**config.mk**
```make
export PLATFORM = sky130hd
export DESIGN_NAME = fpu_ret_collect
export DESIGN_NICKNAME = d
export VERILOG_FILES = /design/src/rtl/fpu_ret_pkg.sv /design/src/rtl/fpu_ret_fifo.sv /design/src/rtl/fpu_ret_collect.sv
export SDC_FILE = /design/constraint.sdc
export NUM_CORES = 1
export LEC_CHECK = 0
export CORE_MARGIN = 10
export CORE_UTILIZATION = 50
export DETAILED_ROUTE_END_ITERATION = 8
export PLACE_DENSITY_LB_ADDON = 0.08
export SETUP_SLACK_MARGIN = 0.1
export SYNTH_ARGS = -nofsm -noshare
export SYNTH_HDL_FRONTEND = slang
export SYNTH_SLANG_ARGS = --single-unit
export TNS_END_PERCENT = 10
```
**constraint.sdc**
```tcl
create_clock -name clk -period 4.31 [get_ports clk]
set_input_delay 0.431 -clock clk [delete_from_list [all_inputs] [get_ports clk]]
set_output_delay 0.431 -clock clk [all_outputs]
set_load 0.02 [all_outputs]
```
**src/rtl/fpu_ret_pkg.sv**
```systemverilog
// rtl/fpu_ret_pkg.sv - shared types, widths and lane helper for the FPU retire collector
package fpu_ret_pkg;

  localparam int FPU_RET_TAG_W = 14;
  localparam int FPU_RET_EXC_W = 11;

  typedef struct packed {
    logic [FPU_RET_TAG_W-1:0] tag;
    logic [FPU_RET_EXC_W-1:0] exc;
  } fpu_ret_entry_t;

  function automatic int lane_wrap(input int lane, input int lanes);
    return (lane + 1 >= lanes) ? 0 : lane + 1;
  endfunction

endpackage

```
**src/rtl/fpu_ret_fifo.sv**
```systemverilog
// rtl/fpu_ret_fifo.sv - single-lane show-ahead FIFO; dout is the head whenever !empty
module fpu_ret_fifo #(
  parameter int DEPTH = 4,
  parameter int WIDTH = 25,
  localparam int AW = $clog2(DEPTH),
  localparam int CW = AW + 1
) (
  input  logic             clk,
  input  logic             rst,
  input  logic             push,
  input  logic             pop,
  input  logic [WIDTH-1:0] din,
  output logic [WIDTH-1:0] dout,
  output logic             empty,
  output logic             full,
  output logic [CW-1:0]    count
);

  logic [WIDTH-1:0] r_mem [DEPTH];
  logic [AW-1:0]    r_rd;
  logic [AW-1:0]    r_wr;
  logic [CW-1:0]    r_count;

  always_ff @(posedge clk) begin
    if (rst) begin
      r_rd    <= '0;
      r_wr    <= '0;
      r_count <= '0;
    end else begin
      if (push) r_wr <= r_wr + AW'(1);
      if (pop)  r_rd <= r_rd + AW'(1);
      case ({push, pop})
        2'b10:   r_count <= r_count + CW'(1);
        2'b01:   r_count <= r_count - CW'(1);
        default: r_count <= r_count;
      endcase
    end
  end

  // Storage is not reset; the pointers alone define validity.
  always_ff @(posedge clk) begin
    if (push) r_mem[r_wr] <= din;
  end

  assign dout  = r_mem[r_rd];
  assign empty = (r_count == '0);
  assign full  = (r_count == CW'(DEPTH));
  assign count = r_count;

endmodule

```
**src/rtl/fpu_ret_collect.sv**
```systemverilog
// rtl/fpu_ret_collect.sv - N-lane FPU retire/exception collector with round-robin multi-port drain
// Optional per-lane exception event counters: FPU_RET_EXC_CNT_EN
module fpu_ret_collect
  import fpu_ret_pkg::*;
#(
  parameter int LANES     = 3,
  parameter int DEPTH     = 4,
  parameter int TAG_W     = FPU_RET_TAG_W,
  parameter int EXC_W     = FPU_RET_EXC_W,
  parameter int RET_PORTS = 2,
  localparam int LW       = (LANES > 1) ? $clog2(LANES) : 1
) (
  input  logic                      clk,
  input  logic                      rst,
  input  logic [LANES*TAG_W-1:0]    in_ret,
  input  logic [LANES-1:0]          in_ret_en,
  input  logic [LANES*EXC_W-1:0]    in_exc,
  output logic [LANES-1:0]          in_stall,
  output logic [RET_PORTS*TAG_W-1:0] out_ret,
  output logic [RET_PORTS*EXC_W-1:0] out_exc,
  output logic [RET_PORTS*LW-1:0]   out_lane,
  output logic [RET_PORTS-1:0]      out_valid,
  input  logic [RET_PORTS-1:0]      out_ready,
  output logic [EXC_W-1:0]          exc_sticky,
  input  logic                      exc_clr,
  output logic                      ovf,
  output logic [LANES*8-1:0]        exc_cnt
);

  localparam int W  = TAG_W + EXC_W;
  localparam int CW = $clog2(DEPTH) + 1;

  logic [W-1:0]     w_dout  [LANES];
  logic [CW-1:0]    w_count [LANES];
  logic [LANES-1:0] w_empty;
  logic [LANES-1:0] w_full;
  logic [LANES-1:0] w_push;
  logic [LANES-1:0] w_pop;

  logic [LW-1:0]        w_sel [RET_PORTS];
  logic [RET_PORTS-1:0] w_valid;
  logic [EXC_W-1:0]     w_pop_exc;
  logic                 w_any_pop;
  logic [LW-1:0]        w_last;

  logic [LW-1:0]    r_rr;
  logic [EXC_W-1:0] r_sticky;
  logic             r_ovf;

  for (genvar l = 0; l < LANES; l++) begin : g_lane
    fpu_ret_fifo #(.DEPTH(DEPTH), .WIDTH(W)) u_fifo (
      .clk   (clk),
      .rst   (rst),
      .push  (w_push[l]),
      .pop   (w_pop[l]),
      .din   ({in_ret[l*TAG_W +: TAG_W], in_exc[l*EXC_W +: EXC_W]}),
      .dout  (w_dout[l]),
      .empty (w_empty[l]),
      .full  (w_full[l]),
      .count (w_count[l])
    );
    // A full lane still accepts a push when it is being drained the same cycle.
    assign w_push[l]   = in_ret_en[l] & (~w_full[l] | w_pop[l]);
    assign in_stall[l] = (w_count[l] >= CW'(DEPTH - 1));
  end

  // Slot k takes the k-th non-empty lane found scanning from r_rr.
  always_comb begin
    int   pos;
    int   lane;
    logic found;
    w_valid   = '0;
    w_pop     = '0;
    w_pop_exc = '0;
    w_any_pop = 1'b0;
    w_last    = '0;
    pos       = 0;
    lane      = 0;
    found     = 1'b0;
    for (int k = 0; k < RET_PORTS; k++) w_sel[k] = '0;
    for (int k = 0; k < RET_PORTS; k++) begin
      found = 1'b0;
      for (int i = 0; i < LANES; i++) begin
        lane = int'(r_rr) + i;
        if (lane >= LANES) lane = lane - LANES;
        if (!found && i >= pos && !w_empty[LW'(lane)]) begin
          found      = 1'b1;
          w_valid[k] = 1'b1;
          w_sel[k]   = LW'(lane);
          pos        = i + 1;
        end
      end
    end
    for (int k = 0; k < RET_PORTS; k++) begin
      if (w_valid[k] && out_ready[k]) begin
        w_pop[w_sel[k]] = 1'b1;
        w_pop_exc       = w_pop_exc | w_dout[w_sel[k]][EXC_W-1:0];
        w_any_pop       = 1'b1;
        w_last          = w_sel[k];
      end
    end
  end

  for (genvar k = 0; k < RET_PORTS; k++) begin : g_slot
    assign out_lane[k*LW +: LW]       = w_sel[k];
    assign out_ret[k*TAG_W +: TAG_W]  = w_valid[k] ? w_dout[w_sel[k]][W-1:EXC_W] : '0;
    assign out_exc[k*EXC_W +: EXC_W]  = w_valid[k] ? w_dout[w_sel[k]][EXC_W-1:0] : '0;
  end

  always_ff @(posedge clk) begin
    if (rst) begin
      r_rr     <= '0;
      r_sticky <= '0;
      r_ovf    <= 1'b0;
    end else begin
      if (w_any_pop) r_rr <= LW'(lane_wrap(int'(w_last), LANES));
      r_sticky <= (exc_clr ? '0 : r_sticky) | w_pop_exc;
      if (|(in_ret_en & w_full & ~w_pop)) r_ovf <= 1'b1;
    end
  end

  assign out_valid  = w_valid;
  assign exc_sticky = r_sticky;
  assign ovf        = r_ovf;

`ifdef FPU_RET_EXC_CNT_EN
  for (genvar l = 0; l < LANES; l++) begin : g_cnt
    logic [7:0] r_cnt;
    logic       w_ev;
    assign w_ev = w_pop[l] & (|w_dout[l][EXC_W-1:0]);
    always_ff @(posedge clk) begin
      if (rst) begin
        r_cnt <= '0;
      end else if (w_ev) begin
        r_cnt <= exc_clr ? 8'd1 : ((r_cnt == 8'hFF) ? r_cnt : r_cnt + 8'd1);
      end else if (exc_clr) begin
        r_cnt <= '0;
      end
    end
    assign exc_cnt[l*8 +: 8] = r_cnt;
  end
`else
  assign exc_cnt = '0;
`endif

  // Consumers must accept slots in order.
  for (genvar k = 1; k < RET_PORTS; k++) begin : g_order
    a_in_order: assert property (@(posedge clk) disable iff (rst) !(out_ready[k] && !out_ready[k-1]));
  end

endmodule
```
After elaboration in Yosys (flattened, before gate mapping)
Memories as Yosys holds them, arrays and structs flattened. A register that Yosys moved wholly into a read port is not among the register bits.
Index checks and enable logic that the tools add are counted.
{"block": "classes", "add_sub_neg": 18, "n_lt_le_gt_ge": 21, "n_eq_ne": 9, "muxes": 68, "bitwise_logic": 17, "reduce_logical": 26}
{"cell": "$bmux 25 s2", "count": 2}
{"cell": "$mux 25", "count": 4}
{"cell": "$mux 32", "count": 3}
{"cell": "$ge 3x32->1 const A", "count": 2}
{"cell": "$mux 11", "count": 5}
{"cell": "$mux 2", "count": 19}
{"cell": "$ge 1x32->1 const A", "count": 1}
{"cell": "$ge 2x32->1 const A", "count": 1}
{"cell": "$mux 14", "count": 2}
{"cell": "$mux 1", "count": 23}
{"cell": "$or 11x11->11", "count": 2}
{"cell": "$ge 3x2->1 const B", "count": 6}
{"cell": "$pmux 3 s2", "count": 3}
{"cell": "$logic_and 1x1->1", "count": 13}
{"cell": "$add 2x1->2 const B", "count": 6}
{"cell": "$lt 2x4->1 const B", "count": 3}
{"cell": "$add 3x1->3 const B", "count": 3}
{"cell": "$eq 3x3->1 const B", "count": 3}
{"cell": "$logic_not 3->1", "count": 3}
{"cell": "$sub 3x1->3 const B", "count": 3}
{"cell": "$add 2x1->3 const B", "count": 2}
{"cell": "$and 3x3->3", "count": 2}
{"cell": "$bmux 1 s2", "count": 3}
{"cell": "$eq 2x1->1 const B", "count": 3}
{"cell": "other kinds (19)", "count": 42}
{"block": "word_totals", "regBits": 35, "ram_bits": 300, "input_bits": 83, "out_inout_bits": 95, "elab_cells": 174, "memories": 3}
{"memory": "g_lane[0].u_fifo.r_mem", "words": 4, "word_bits": 25, "rd": 1, "rd_ports_with_merged_regs": 1, "wr": 1, "line_no": "fpu_ret_fifo.sv:19", "source": "logic [WIDTH-1:0] r_mem [DEPTH];"}
{"memory": "g_lane[1].u_fifo.r_mem", "words": 4, "word_bits": 25, "rd": 1, "rd_ports_with_merged_regs": 1, "wr": 1, "line_no": "fpu_ret_fifo.sv:19"}
{"memory": "g_lane[2].u_fifo.r_mem", "words": 4, "word_bits": 25, "rd": 1, "rd_ports_with_merged_regs": 1, "wr": 1, "line_no": "fpu_ret_fifo.sv:19"}

Logic depth before layout (Yosys ltp)
{"block": "logic_depth", "depth_word": 35, "depth_mapped": 18, "ltp_nobuf": 16}

Cells and area by module
Synthesis repeated with hierarchy kept, for this count alone.
{"block": "hier_totals", "hier_cells": 914, "hier_area_um2": 15040.7}
{"module": "fpu_ret_fifo", "instances": 3, "cells_per_inst": 178, "area_per_inst_um2": 4085.2, "seq_area_each_um2": 3183.1}
{"module": "fpu_ret_collect", "instances": 1, "cells_per_inst": 380, "area_per_inst_um2": 2785.2, "seq_area_each_um2": 280.3}

Least setup slack after synthesis
No wires, ideal clock.
{"block": "synth_path", "path_kind": "reg-to-reg", "from": "reg r_rr[0]", "to": "reg g_lane[1].u_fifo.r_count[2]", "setup_ps": 70, "arrival_ps": 3613, "t_required_ps": 4240, "path_slack_ps": 627, "stages_incl_launch_ff": 18, "path_buffers": 1, "period_less_slack_ps": 3683, "path_cell_list": "dfxtp_1 -> inv_1 -> ha_1 -> or4_4 -> a2111oi_1 -> a21o_1 -> buf_2 -> inv_1 -> nand4_1 -> o31a_2 -> a31oi_4 -> inv_1 -> ha_1 -> inv_1 -> fa_1 -> xor2_1 -> or3_1 -> a21oi_1"}
{"block": "synth_via", "word_cells_on_any_way": 78, "cone_classes": "5 x add/sub; 12 x order compare; 2 x eq/ne; 36 x mux; 3 x bitwise; 20 x reduce/logical"}
{"element": "start, declared", "line_no": "fpu_ret_collect.sv:46", "source": "logic [LW-1:0] r_rr;"}
{"element": "start signal, assigned", "line_no": "fpu_ret_collect.sv:116", "source": "if (w_any_pop) r_rr <= LW'(lane_wrap(int'(w_last), LANES));"}
{"element": "branches (longest 13 deep; another with $ge 3x32->1)"}
{"element": "$mux 1 (*)", "line_no": "fpu_ret_collect.sv:86", "source": "if (!found && i >= pos && !w_empty[LW'(lane)]) begin"}
{"element": "net out_valid[0]", "line_no": "fpu_ret_collect.sv:22", "source": "output logic [RET_PORTS-1:0] out_valid,"}
{"element": "$logic_and 1x1->1 (*)", "line_no": "fpu_ret_collect.sv:95", "source": "if (w_valid[k] && out_ready[k]) begin"}
{"element": "$mux 3 (*)", "line_no": "fpu_ret_collect.sv:95"}
{"element": "$or 3x3->3 (no source line)"}
{"element": "$mux 3 (*)", "line_no": "fpu_ret_collect.sv:95"}
{"element": "$or 1x1->1", "line_no": "fpu_ret_collect.sv:63", "source": "assign w_push[l] = in_ret_en[l] & (~w_full[l] | w_pop[l]);"}
{"element": "$and 1x1->1", "line_no": "fpu_ret_collect.sv:63"}
{"element": "$eq 2x1->1 / $eq 2x2->1 (equally long branches)", "line_no": "fpu_ret_fifo.sv:32", "source": "case ({push, pop})"}
{"element": "$pmux 3 s2 / $reduce_bool 2->1 (equally long branches)"}
{"element": "end signal, assigned", "line_no": "fpu_ret_fifo.sv:33", "source": "2'b10: r_count <= r_count + CW'(1);"}
{"element": "end signal, assigned", "line_no": "fpu_ret_fifo.sv:34", "source": "2'b01: r_count <= r_count - CW'(1);"}
{"element": "end signal, assigned", "line_no": "fpu_ret_fifo.sv:35", "source": "default: r_count <= r_count;"}
{"element": "end, declared", "line_no": "fpu_ret_fifo.sv:22", "source": "logic [CW-1:0] r_count;"}
Mark *: on every way through the listed nets, which the timed path passes. The select of a mux whose other input is x is not followed.
A chain may end at the register's enable or synchronous reset.

Final worst setup path
{"block": "layout_path", "from": "reg r_rr[0]", "to": "out out_ret[27]"}
{"block": "layout_via", "elab_chain_len": 30, "word_cells_on_any_way": 58, "cone_classes": "5 x add/sub; 8 x order compare; 29 x mux; 1 x bitwise; 15 x reduce/logical"}
{"element": "branches (longest 29 deep; another with $ge 3x32->1)"}
{"element": "$mux 14 (*)", "line_no": "fpu_ret_collect.sv:106", "source": "assign out_ret[k*TAG_W +: TAG_W] = w_valid[k] ? w_dout[w_sel[k]][W-1:EXC_W] : '0;"}
{"element": "end, declared", "line_no": "fpu_ret_collect.sv:19", "source": "output logic [RET_PORTS*TAG_W-1:0] out_ret,"}
Mark *: on every way between the ends. The select of a mux whose other input is x is not followed.

==> impl.org <==
** Logic synthesis
- By area the synthesized netlist is led by edfxtp_1 61%, mux4_2 11%, dfxtp_1 5.6%.
- In this run the cell area of the synthesized design comes to 14700 µm².
- Post-Syn Area per Cell :: 15.6 µm²
- During synthesis, Yosys emitted a total of 0 warnings.
- The synthesized design contains 341 register bits.
- Summed over all instances, the cell type with the most area after synthesis is edfxtp_1.
- After synthesis, the largest area contributor takes up 61.3% of total cell area.
- Among all flip-flop cells after synthesis, the most frequent one is edfxtp_1.
- Number of standard cells after synthesis :: 943
- Counting distinct cell types in the post-synthesis netlist gives 54.
- In this run, synthesis inferred 300 flip-flops with an integrated enable.
- Fraction of registers with async set/reset :: 0%
- For this run, the register share of the synthesized area comes to 66.9%.

** Clock network
- TritonCTS built the clock tree.
- Number of clock buffers inserted by TritonCTS :: 38
- After clock tree synthesis, the clock-pin slew on the worst setup and hold paths is 0.07 ns.
- CTS saw 341 sinks.
- After clock tree synthesis, the flow added hold-fix buffers numbering 0.
- CTS root buf :: clkbuf_16
- Clock latency on the worst-skew pair, taken at its later pin, is 0.52 ns.
- The H-tree was split into 2 levels.
- The clock passes through at most 3 buffers.

** Drt
- For this block, the initial DRC count from the detailed router was 569.
- Total detailed-routing wirelength :: 35000 µm
- For this run, the detailed router's first-pass iteration total came to 5.
- After detailed routing, the number of vias per cell comes to 5.52.
- Post-detailed-route DRC marker count :: 0
- Detailed routing inserted a total of 8451 vias.
- In the final routed layout, each cell accounts on average for 22.9 µm.
- The count of nets left with antenna violations once routing finished came out at 0.

** Placement
- The congestion estimate from routability-driven global placement came to 0.864.
- Input/output buffers :: 153
- Standard cell area after detailed placement :: 16700 µm²
- Post-DP HPWL :: 24300 µm

** Timing
- Post-route fraction of the period consumed by the critical path :: 96.9%
- Total count of hold-check failures in the final report :: 0
- Worst slew slack as a fraction of its limit :: 41.6%
- Between clock sinks in the finished design, the worst skew comes to 0.0181 ns.
- Setup violations remaining at the end of the flow were counted as 0.
- The number of max-slew violations in the final report is 0.
- RSZ-0062 raised after global routing :: true
- The worst path needs 4.18 ns of the cycle, external delays included.
- Fmax :: 239 MHz
- Transition time at the pin with the least slew margin :: 0.872 ns

** Power and ir drop
- Clock group share of total power :: 21.2%
- Switching power share of the total :: 39.4%
- Worst IR Drop VDD :: 0.000983 V
- The share of total power dissipated in combinational logic is 49.3%.
- Relative contribution of sequential cells to total power :: 29.5%
- Summed over all cells, the static leakage comes to 6.34 nW.
- Cell internal power was estimated by the tool at 8.82 mW.
- The analysis attributes to net switching a power of 5.74 mW.
- Power comes to 14.6 mW.
- Pwr/cell area :: 811 nW/µm²

** GRT
- Across every metal layer, demand over resource in global routing totals 19.0%.
- After global routing the overflow that remains totals 0.
- Number of antenna violations at the first check in global routing :: 3
- Pin count of the biggest net entering global routing :: 29
- Met3 routing resource usage after global routing :: 4.34%
- The first global-routing pass estimated 52800 µm of wire.
- The via count of the first global-routing pass came to 8633.
- After global routing, the most crowded layer is met2.
- Global routing usage on met2 :: 30.8%
- Met1 usage :: 25.3%

** Critical path
- For flop-to-flop paths, the worst setup slack is 0.35 ns.
- The most critical setup path has its startpoint at r_rr[0]$_SDFFE_PP0P_.
- The worst setup path is captured at an output pin.
- For the worst setup path, the data required time is 3.88 ns.
- The critical path is of the reg -> out type.
- Crit path max fanout :: 26
- The endpoint identified for the worst register-to-register timing path is g_lane[0].u_fifo.count[2]$_SDFFE_PP0P_.
- In this run the worst setup path terminates at out_ret[27].
- R2r startpoint :: r_rr[0]$_SDFFE_PP0P_
- R2R depth :: 15
- STA puts the critical path data arrival time at 3.75 ns.
- Type of origin of the critical path :: register

** Die
- Effective utilization at floorplan :: 50.9%
- The floorplan step set the die height to 191 µm.
- Area of the die :: 36600 µm²
- In this run the standard cell core region covers 28900 µm².
- Num rows :: 62
- For this design the top-level I/O count stands at 178.
- Horizontal extent of the die :: 191 µm

** Worst hold path
- Worst hold-check path type :: reg -> reg

** Final layout
- Final instance area :: 18000 µm²
- The area growth from synthesis to layout is 22.2%.
- Register area :: 9830 µm²
- Layout cells sized above 1 :: 16.0%
- Layout net count :: 1217
- The layout has 2167 filler cells.
- Multi-input logic area :: 4410 µm²

** Run
- Max Cap Violations :: 0

** Run status
- Result of the run :: complete, no violations
[layer usage]
layer | share of wire, % | wire length (µm)
met1 | 42 | 14500
met2 | 48 | 17000
met3 | 7.5 | 2640
met4 | 2.4 | 853
met5 | 0.034 | 12
[how the worst min path moves through the flow]
stage / from / end / cells past startpoint
after floorplan: g_lane[2].u_fifo.r_rd[1]$_SDFFE_PP0N_ / register / 2
after global placement: exc_sticky[10]$_SDFF_PP0_ / exc_sticky[10]$_SDFF_PP0_ / 2
after detailed placement: exc_sticky[6]$_SDFF_PP0_ / exc_sticky[6]$_SDFF_PP0_ / 2
after CTS: exc_sticky[6]$_SDFF_PP0_ / exc_sticky[6]$_SDFF_PP0_ / 2
after global routing: exc_sticky[3]$_SDFF_PP0_ / exc_sticky[3]$_SDFF_PP0_ / 2
final: exc_sticky[1]$_SDFF_PP0_ / exc_sticky[1]$_SDFF_PP0_ / 2
[synthesized netlist by cell type (11+ instances only)]
cell / n
o211ai_1: 12
o2bb2ai_1: 11
mux4_2: 75
clkbuf_1: 34
nor2_1: 94
dfxtp_1: 41
nand2_1: 52
buf_4: 26
and2_1: 26
ha_1: 17
o21ai_0: 12
edfxtp_1: 300
mux2i_1: 39
inv_1: 33
a21oi_1: 71
[state kept, by name, summed over array words and instances, names as in the netlist, named ones only]
| name | count |
|---|---|
| g_lane.u_fifo.r_rd | 6 |
| g_lane.u_fifo.count | 9 |
| g_lane.u_fifo.r_wr | 6 |
| exc_sticky | 11 |
| ovf | 1 |
| r_rr | 2 |
| g_lane.u_fifo.r_mem | 300 |
[critical path: stages (launching register included)]
cell and delay, ns:
dfxtp_1 0.34, inv_1 0.06, ha_2 0.36, or4_4 0.45, a211oi_1 0.25, a211o_1 0.16, inv_2 0.07, nor4b_4 0.26
buf_12 0.24, a21oi_1 0.10, nor2_1 0.25, clkdlybuf4s50_1 0.67
[power groups by stage]
stage,clock network (mW),logic (mW),registers [mW]
3_3_place_gp,0,7.12,4.37
3_5_place_dp,0,7.13,4.38
6_report,3.08,7.18,4.29
2_1_floorplan,0,4.44,4.20
5_1_grt,3.29,7.70,4.36
4_1_cts,3.15,7.20,4.31
[cell usage in the layout, fill, tap and decap left out, types with 10 or more instances in the layout]
master and n:
inv_1 33, ha_1 16, clkbuf_16 39, and2_1 26, clkdlybuf4s50_1 135, o2bb2ai_1 10
conb_1 24, buf_4 31, nand2_1 52, nor2_1 94, a21oi_1 71, mux4_2 75
edfxtp_1 300, dfxtp_1 38, mux2i_1 39, dlymetal6s2s_1 18, o211ai_1 12, o21ai_0 12
[what timing repair did]
item	in CTS	in global routing
setup buffers	0	0
resized for setup	2	24
setup endpoints to repair	12	47
[metrics by stage]
stage | instances | hold WS [ns] | setup WS, ns | utilization [%] | setup TNS, ns
2_1_floorplan | 966 | 0.459 | 0.627 | - | 0
4_1_cts | 1528 | 0.479 | 0.0900 | 62.0 | 0
5_1_grt | 1528 | 0.509 | -0.0481 | 62.2 | -0.0610
3_5_place_dp | 1458 | 0.466 | 0.340 | 57.8 | 0
6_report | 1530 | 0.472 | 0.133 | 62.2 | 0
3_3_place_gp | 1458 | 0.460 | 0.455 | 57.8 | 0
[logic make-up after synthesis]
family	Yosys count	share of synthesized area, %
flops	341	66.9
simple gates	209	6.60
compound gates	128	5.83
mux	117	14.4
buf+inv	116	3.76
fa+ha+maj	20	1.86
xor+xnor	11	0.656
other cells	1	0.0255
[area by class of cell]
class | instances | area share (%)
flip-flops and latches | 341 | 54.8
diodes | 2 | 0.0279
clock buffers | 50 | 5.78
inverters | 36 | 0.753
multi-input cells | 509 | 24.6
well taps | 384 | 2.68
clock inverters | 20 | 0.934
repair buffers | 188 | 10.5
No activity file was read; power rests on OpenSTA's default activity.
